## config.mk

```make
export PLATFORM = sky130hd
export DESIGN_NAME = logic_op_arbiter_flat
export DESIGN_NICKNAME = d
export VERILOG_FILES = /design/src/rtl/logic_op_arbiter_if.sv /design/src/rtl/logic_op_arbiter.sv /design/src/flat_wrapper.sv
export SDC_FILE = /design/constraint.sdc
export NUM_CORES = 1
export LEC_CHECK = 0
export BUFFER_PORTS_ARGS = -buffer_cell sky130_fd_sc_hd__buf_4
export CELL_PAD_IN_SITES_DETAIL_PLACEMENT = 1
export CELL_PAD_IN_SITES_GLOBAL_PLACEMENT = 1
export CORE_ASPECT_RATIO = 0.75
export CORE_MARGIN = 5
export CORE_UTILIZATION = 30
export DETAILED_ROUTE_END_ITERATION = 10
export PLACE_DENSITY = 0.91
export SLEW_MARGIN = 20
export SYNTH_ARGS = -nofsm -noshare
export SYNTH_HDL_FRONTEND = slang
export SYNTH_SLANG_ARGS = --single-unit
```

## constraint.sdc

```tcl
create_clock -name clock -period 3.1 [get_ports clock]
set_input_delay 0.62 -clock clock [delete_from_list [all_inputs] [get_ports clock]]
set_output_delay 0.62 -clock clock [all_outputs]
set_load 0.005 [all_outputs]
```

## src/rtl/logic_op_arbiter_if.sv

```systemverilog
// Request/response bundle for logic_op_arbiter: two requesters plus one response slot.
// The slave modport is the arbiter's view; the master modport drives requests and consumes responses.
interface logic_op_arbiter_if #(
  parameter int WIDTH = 32
);
  logic             req0_valid;
  logic             req0_ready;
  logic [1:0]       req0_op;
  logic [WIDTH-1:0] req0_a;
  logic [WIDTH-1:0] req0_b;

  logic             req1_valid;
  logic             req1_ready;
  logic [1:0]       req1_op;
  logic [WIDTH-1:0] req1_a;
  logic [WIDTH-1:0] req1_b;

  logic             rsp_valid;
  logic             rsp_ready;
  logic             rsp_id;
  logic [WIDTH-1:0] rsp_data;
  logic             rsp_err;

  modport slave (
    input  req0_valid, req0_op, req0_a, req0_b,
    input  req1_valid, req1_op, req1_a, req1_b,
    input  rsp_ready,
    output req0_ready, req1_ready,
    output rsp_valid, rsp_id, rsp_data, rsp_err
  );

  modport master (
    output req0_valid, req0_op, req0_a, req0_b,
    output req1_valid, req1_op, req1_a, req1_b,
    output rsp_ready,
    input  req0_ready, req1_ready,
    input  rsp_valid, rsp_id, rsp_data, rsp_err
  );
endinterface

```

## src/rtl/logic_op_arbiter.sv

```systemverilog
// Round-robin shared AND/OR/XOR/NOR unit for two requesters with a single registered response slot.
// Optional macro LOGIC_OP_ARB_XOR_EN enables XOR/NOR; without it those opcodes return data 0 with rsp_err set.
module logic_op_arbiter #(
  parameter int WIDTH = 32
) (
  input  logic                clock,
  input  logic                reset_n,
  logic_op_arbiter_if.slave   bus
);

  typedef enum logic {EMPTY = 1'b0, FULL = 1'b1} state_e;

  state_e           state_q, state_d;
  logic             prio_q, prio_d;
  logic             rsp_id_q, rsp_id_d;
  logic [WIDTH-1:0] rsp_data_q, rsp_data_d;
  logic             rsp_err_q, rsp_err_d;

  logic             can_accept;
  logic             gnt0, gnt1, gnt_any;
  logic [1:0]       sel_op;
  logic [WIDTH-1:0] sel_a, sel_b;
  logic [WIDTH:0]   op_res;

  // Returns {err, data}; unsupported opcodes yield zero data with err set.
  function automatic logic [WIDTH:0] eval_op(input logic [1:0] op,
                                             input logic [WIDTH-1:0] a,
                                             input logic [WIDTH-1:0] b);
    logic [WIDTH:0] r;
    r = '0;
    case (op)
      2'b00: r = {1'b0, a & b};
      2'b01: r = {1'b0, a | b};
`ifdef LOGIC_OP_ARB_XOR_EN
      2'b10: r = {1'b0, a ^ b};
      default: r = {1'b0, ~(a | b)};
`else
      default: r = {1'b1, {WIDTH{1'b0}}};
`endif
    endcase
    return r;
  endfunction

  always_ff @(posedge clock or negedge reset_n) begin
    if (!reset_n) begin
      state_q    <= EMPTY;
      prio_q     <= 1'b0;
      rsp_id_q   <= 1'b0;
      rsp_data_q <= '0;
      rsp_err_q  <= 1'b0;
    end else begin
      state_q    <= state_d;
      prio_q     <= prio_d;
      rsp_id_q   <= rsp_id_d;
      rsp_data_q <= rsp_data_d;
      rsp_err_q  <= rsp_err_d;
    end
  end

  always_comb begin
    state_d    = state_q;
    prio_d     = prio_q;
    rsp_id_d   = rsp_id_q;
    rsp_data_d = rsp_data_q;
    rsp_err_d  = rsp_err_q;

    // A draining slot can be refilled in the same cycle, giving one result per cycle.
    can_accept = (state_q == EMPTY) || bus.rsp_ready;
    gnt1       = can_accept && bus.req1_valid && (!bus.req0_valid || prio_q);
    gnt0       = can_accept && bus.req0_valid && !gnt1;
    gnt_any    = gnt0 || gnt1;

    sel_op = gnt1 ? bus.req1_op : bus.req0_op;
    sel_a  = gnt1 ? bus.req1_a  : bus.req0_a;
    sel_b  = gnt1 ? bus.req1_b  : bus.req0_b;
    op_res = eval_op(sel_op, sel_a, sel_b);

    if (gnt_any) begin
      state_d    = FULL;
      rsp_id_d   = gnt1;
      rsp_data_d = op_res[WIDTH-1:0];
      rsp_err_d  = op_res[WIDTH];
      if (bus.req0_valid && bus.req1_valid) begin
        prio_d = ~gnt1;
      end
    end else if (state_q == FULL && bus.rsp_ready) begin
      state_d = EMPTY;
    end
  end

  assign bus.req0_ready = gnt0;
  assign bus.req1_ready = gnt1;
  assign bus.rsp_valid  = (state_q == FULL);
  assign bus.rsp_id     = rsp_id_q;
  assign bus.rsp_data   = rsp_data_q;
  assign bus.rsp_err    = rsp_err_q;

endmodule

```

## src/flat_wrapper.sv

```systemverilog
// flat-port wrapper written by rule: the top's interface ports become plain ports
module logic_op_arbiter_flat 
#(
  parameter int WIDTH = 32
)
  (clock, reset_n, bus_req0_valid, bus_req0_op, bus_req0_a, bus_req0_b, bus_req1_valid, bus_req1_op, bus_req1_a, bus_req1_b, bus_rsp_ready, bus_req0_ready, bus_req1_ready, bus_rsp_valid, bus_rsp_id, bus_rsp_data, bus_rsp_err);
  logic_op_arbiter_if #(.WIDTH(WIDTH)) bus_i ();
  input  logic clock;
  input  logic reset_n;
  input wire logic [$bits(bus_i.req0_valid)-1:0] bus_req0_valid;
  input wire logic [$bits(bus_i.req0_op)-1:0] bus_req0_op;
  input wire logic [$bits(bus_i.req0_a)-1:0] bus_req0_a;
  input wire logic [$bits(bus_i.req0_b)-1:0] bus_req0_b;
  input wire logic [$bits(bus_i.req1_valid)-1:0] bus_req1_valid;
  input wire logic [$bits(bus_i.req1_op)-1:0] bus_req1_op;
  input wire logic [$bits(bus_i.req1_a)-1:0] bus_req1_a;
  input wire logic [$bits(bus_i.req1_b)-1:0] bus_req1_b;
  input wire logic [$bits(bus_i.rsp_ready)-1:0] bus_rsp_ready;
  output wire logic [$bits(bus_i.req0_ready)-1:0] bus_req0_ready;
  output wire logic [$bits(bus_i.req1_ready)-1:0] bus_req1_ready;
  output wire logic [$bits(bus_i.rsp_valid)-1:0] bus_rsp_valid;
  output wire logic [$bits(bus_i.rsp_id)-1:0] bus_rsp_id;
  output wire logic [$bits(bus_i.rsp_data)-1:0] bus_rsp_data;
  output wire logic [$bits(bus_i.rsp_err)-1:0] bus_rsp_err;
  assign bus_i.req0_valid = bus_req0_valid;
  assign bus_i.req0_op = bus_req0_op;
  assign bus_i.req0_a = bus_req0_a;
  assign bus_i.req0_b = bus_req0_b;
  assign bus_i.req1_valid = bus_req1_valid;
  assign bus_i.req1_op = bus_req1_op;
  assign bus_i.req1_a = bus_req1_a;
  assign bus_i.req1_b = bus_req1_b;
  assign bus_i.rsp_ready = bus_rsp_ready;
  assign bus_req0_ready = bus_i.req0_ready;
  assign bus_req1_ready = bus_i.req1_ready;
  assign bus_rsp_valid = bus_i.rsp_valid;
  assign bus_rsp_id = bus_i.rsp_id;
  assign bus_rsp_data = bus_i.rsp_data;
  assign bus_rsp_err = bus_i.rsp_err;
  logic_op_arbiter #(.WIDTH(WIDTH)) u_core (.clock(clock), .reset_n(reset_n), .bus(bus_i));
endmodule
```

==> summary.md <==
| Metric | Value |
|---|---|
| Clock skew | 1.24 ps |
| Crit path from | bus_rsp_ready |
| Vias per std cell | ~4.9 |
| Longest Clk Path Bufs | 2 |
| IO Pins | around 170 |
| DR WL met3 | 623 um |
| Overflow after GRT | 0 |
| Initial antenna violation count | 0 |
| Clk Latency, worst-skew pair | 280 ps |
| WP buf/inv | 3 |
| Fill cells | 883 |
| Hold buffers post-CTS | 0 |
| Fin Setup TNS | 0 ps |
| CTS H-Tree Depth | 2 |
| Placer congestion estimate | ~0.78 |
| Starting density of the core | 31.3% |
| Syn Std Cell Area | 2330 um2 |
| I/O Buffers | ~170 |
| Crit path cell chain | buf_4, nand2b_4, and3_1, buf_4, nor2_1, buf_4 |
| Largest net degree at the start of global routing | 37 |
| Drt first-iter violations | 77 |
| Most common library cell in the layout ignoring fill and taps | buf_4 |
| Final Hold Vio Count | 0 |
| Critical path class | in -> out |
| Core ar. | roughly 7500 um2 |
| Post_cts resized | 0 |
| Finished Layout Cells | 496 |
| Most used cell, CP | buf_4 |
| Post-Syn Area per Cell | 10.1 um2 |
| Met2 WL | 4.38 mm |
| Yosys warns | 0 |
| Max-slew violations | 0 |
| Unique cell type count in the Yosys netlist | 25 |
| Via count of the routed design | 2,439 |
| Root buffer cell | clkbuf_8 |
| Least-Margin Pin Slew | 926 ps |
| Row count | 27 |
| Worst endpoint data arrival time | 1650 ps |
| Fmax achieved | 0.441 GHz |
| CTS tree | done |
| Setup violators final | 0 |
| Placed cell count | 488 |
| Synth Register Bits | 36 |
| Number of max-cap violations | 0 |
| Ant diodes | 0 |
| Power Density | roughly 410 nW/um2 |
| RSZ-0062 raised after global routing | false |
| Clk slew on worst S/H paths | 70 ps |
| Die W | 112 um |
| GRT Total Usage | between 10% and 20% |
| Hold Crit Class | in -> async |
| Most frequent cells in the layout | buf_4, maj3_1, dfrtp_1 |
| Cts bufs inserted | 5 |
| Crit path max fanout | 36 |
| DP Wirelength | 6.80 mm |
| Synth top area share | 38.6% |
| CP delay by family, top | buffers and inverters |
| Drc violations | 0 |
| Mapped Cells | 232 |
| Critical Path RT | approximately 2500 ps |
| Status | finished, final reports clean |
| Static leakage | between 1.5 and 2 nW |
| Max-slew headroom | a little under two fifths |
| Post-synth top area cell | dfrtp_1 |
| Area Growth Syn to Fin | 59.3% |
| DR WL/cell | between 15 and 20 um |
| Die area | approximately 9700 um2 |
| Synth area leaders | dfrtp_1, maj3_1, a22oi_1 |
| Mapped Nets | 369 |
| Period minus WS final | 2270 ps |
| DRT Pass-1 Iters | 4 |
| First-pass GRT wire length | 14.0 mm |
| Worst r2r src | u_core.prio_q |
| Share of cells above drive strength 1 | 47.3% |
| CP endpoint kind | output port |
| Vias in the first global route | about 2,700 |
| Final ANT Viol Nets | 0 |
| Crit start category | input port |
| CP max-delay cell | buf_4 |
| Nets@finish | 531 |
| Post-synthesis sequential area ratio | 38.6% |
| Vert. Die Dim | 86.4 um |
| VDD IR max | 0.000166 V |
| Routed WL | ~8.8 mm |
| Max incr delay on CP | 390 ps |
| Top layer in use | met4 |
| Period utilisation layout | 73.2% |
| Wl on met1 | 3.79 mm |
| # clock sinks | 36 |
| Setup Buffers After CTS | 0 |
-- sequential cells by signal, indices dropped and copies added, names as in the netlist --
name,cells
u_core.bus.rsp_err,1
u_core.prio_q,1
u_core.bus.rsp_id,1
u_core.bus.rsp_data,32
u_core.bus.rsp_valid,1
-- power by group --
group          switching, W  internal [W]
clock              0.000160      0.000181
combinational      0.000252      0.000328
sequential        0.0000546      0.000560
-- cell usage after synthesis --
master and n:
maj3_1 63, nand2b_1 1, nand2_1 34, o21ai_0 1, and3_1 2, dfrtp_1 36
xnor2_1 1, a221oi_2 1, nand3_1 1, nor2_1 1, maj3_2 1, clkbuf_1 3
o21ai_2 1, buf_4 4, nand2b_4 1, buf_6 6, buf_8 1, buf_2 6
a21oi_1 1, a22oi_2 1, a22oi_1 31, nor2_4 1, inv_1 2, o21ai_1 31
a21o_1 1
-- path summary, 6_finish.rpt --
path                                            to  slack (ps)  depth (start not counted)
setup / recovery                    bus_req0_ready         830                          6
hold / removal             u_core.bus.rsp_data[11]         290                          1
setup reg to reg           u_core.bus.rsp_data[27]        1450                          5
hold reg to reg                  u_core.bus.rsp_id         480                          1
max in group asynchronous  u_core.bus.rsp_data[16]        2470                          1
min in group clock               u_core.bus.rsp_id         480                          1
-- per-layer routing --
metal  up-vias  GRT usage [%]
met3         2           4.33
met2        94           31.9
met4         0           3.31
met1      1172           22.0
met5         -              0
li1       1171              -
-- cell type report --
type	count	area, um2	share of cell area, %
multi-input combinational	174	1280	34.4
timing repair buffer	175	1310	35.3
inverter	2	7.51	0.202
tap	101	126	3.40
sequential	36	901	24.2
clock buffer	8	90.1	2.42
-- through the flow --
step | cell area [um2] | util, % | total power (W) | setup WS, ps | hold WS, ps
final | 3720 | 49.8 | 0.00154 | 831 | 288
after global routing | 3720 | 49.8 | 0.00163 | 750 | 319
after CTS | 3720 | 49.8 | 0.00156 | 823 | 300
after detailed placement | 3630 | 48.6 | 0.00121 | 826 | 468
after global placement | 3630 | 48.6 | 0.00119 | 873 | 462
after floorplan | 2330 | - | 0.000877 | 1160 | 324
-- logic make-up (layout without fill, tap and decap cells) --
kind of cell             count (synthesis)  after routing  share of synthesized area (%)
AND/OR/NAND/NOR                         41             41                           7.72
XOR/XNOR                                 1              1                          0.375
buffers and inverters                   22            185                           6.91
flip-flops                              36             36                           38.6
adder cells (fa/ha/maj)                 64             64                           27.5
AO/OA/AOI/OAI                           68             68                           18.9
No activity file was read; power rests on OpenSTA's default activity.
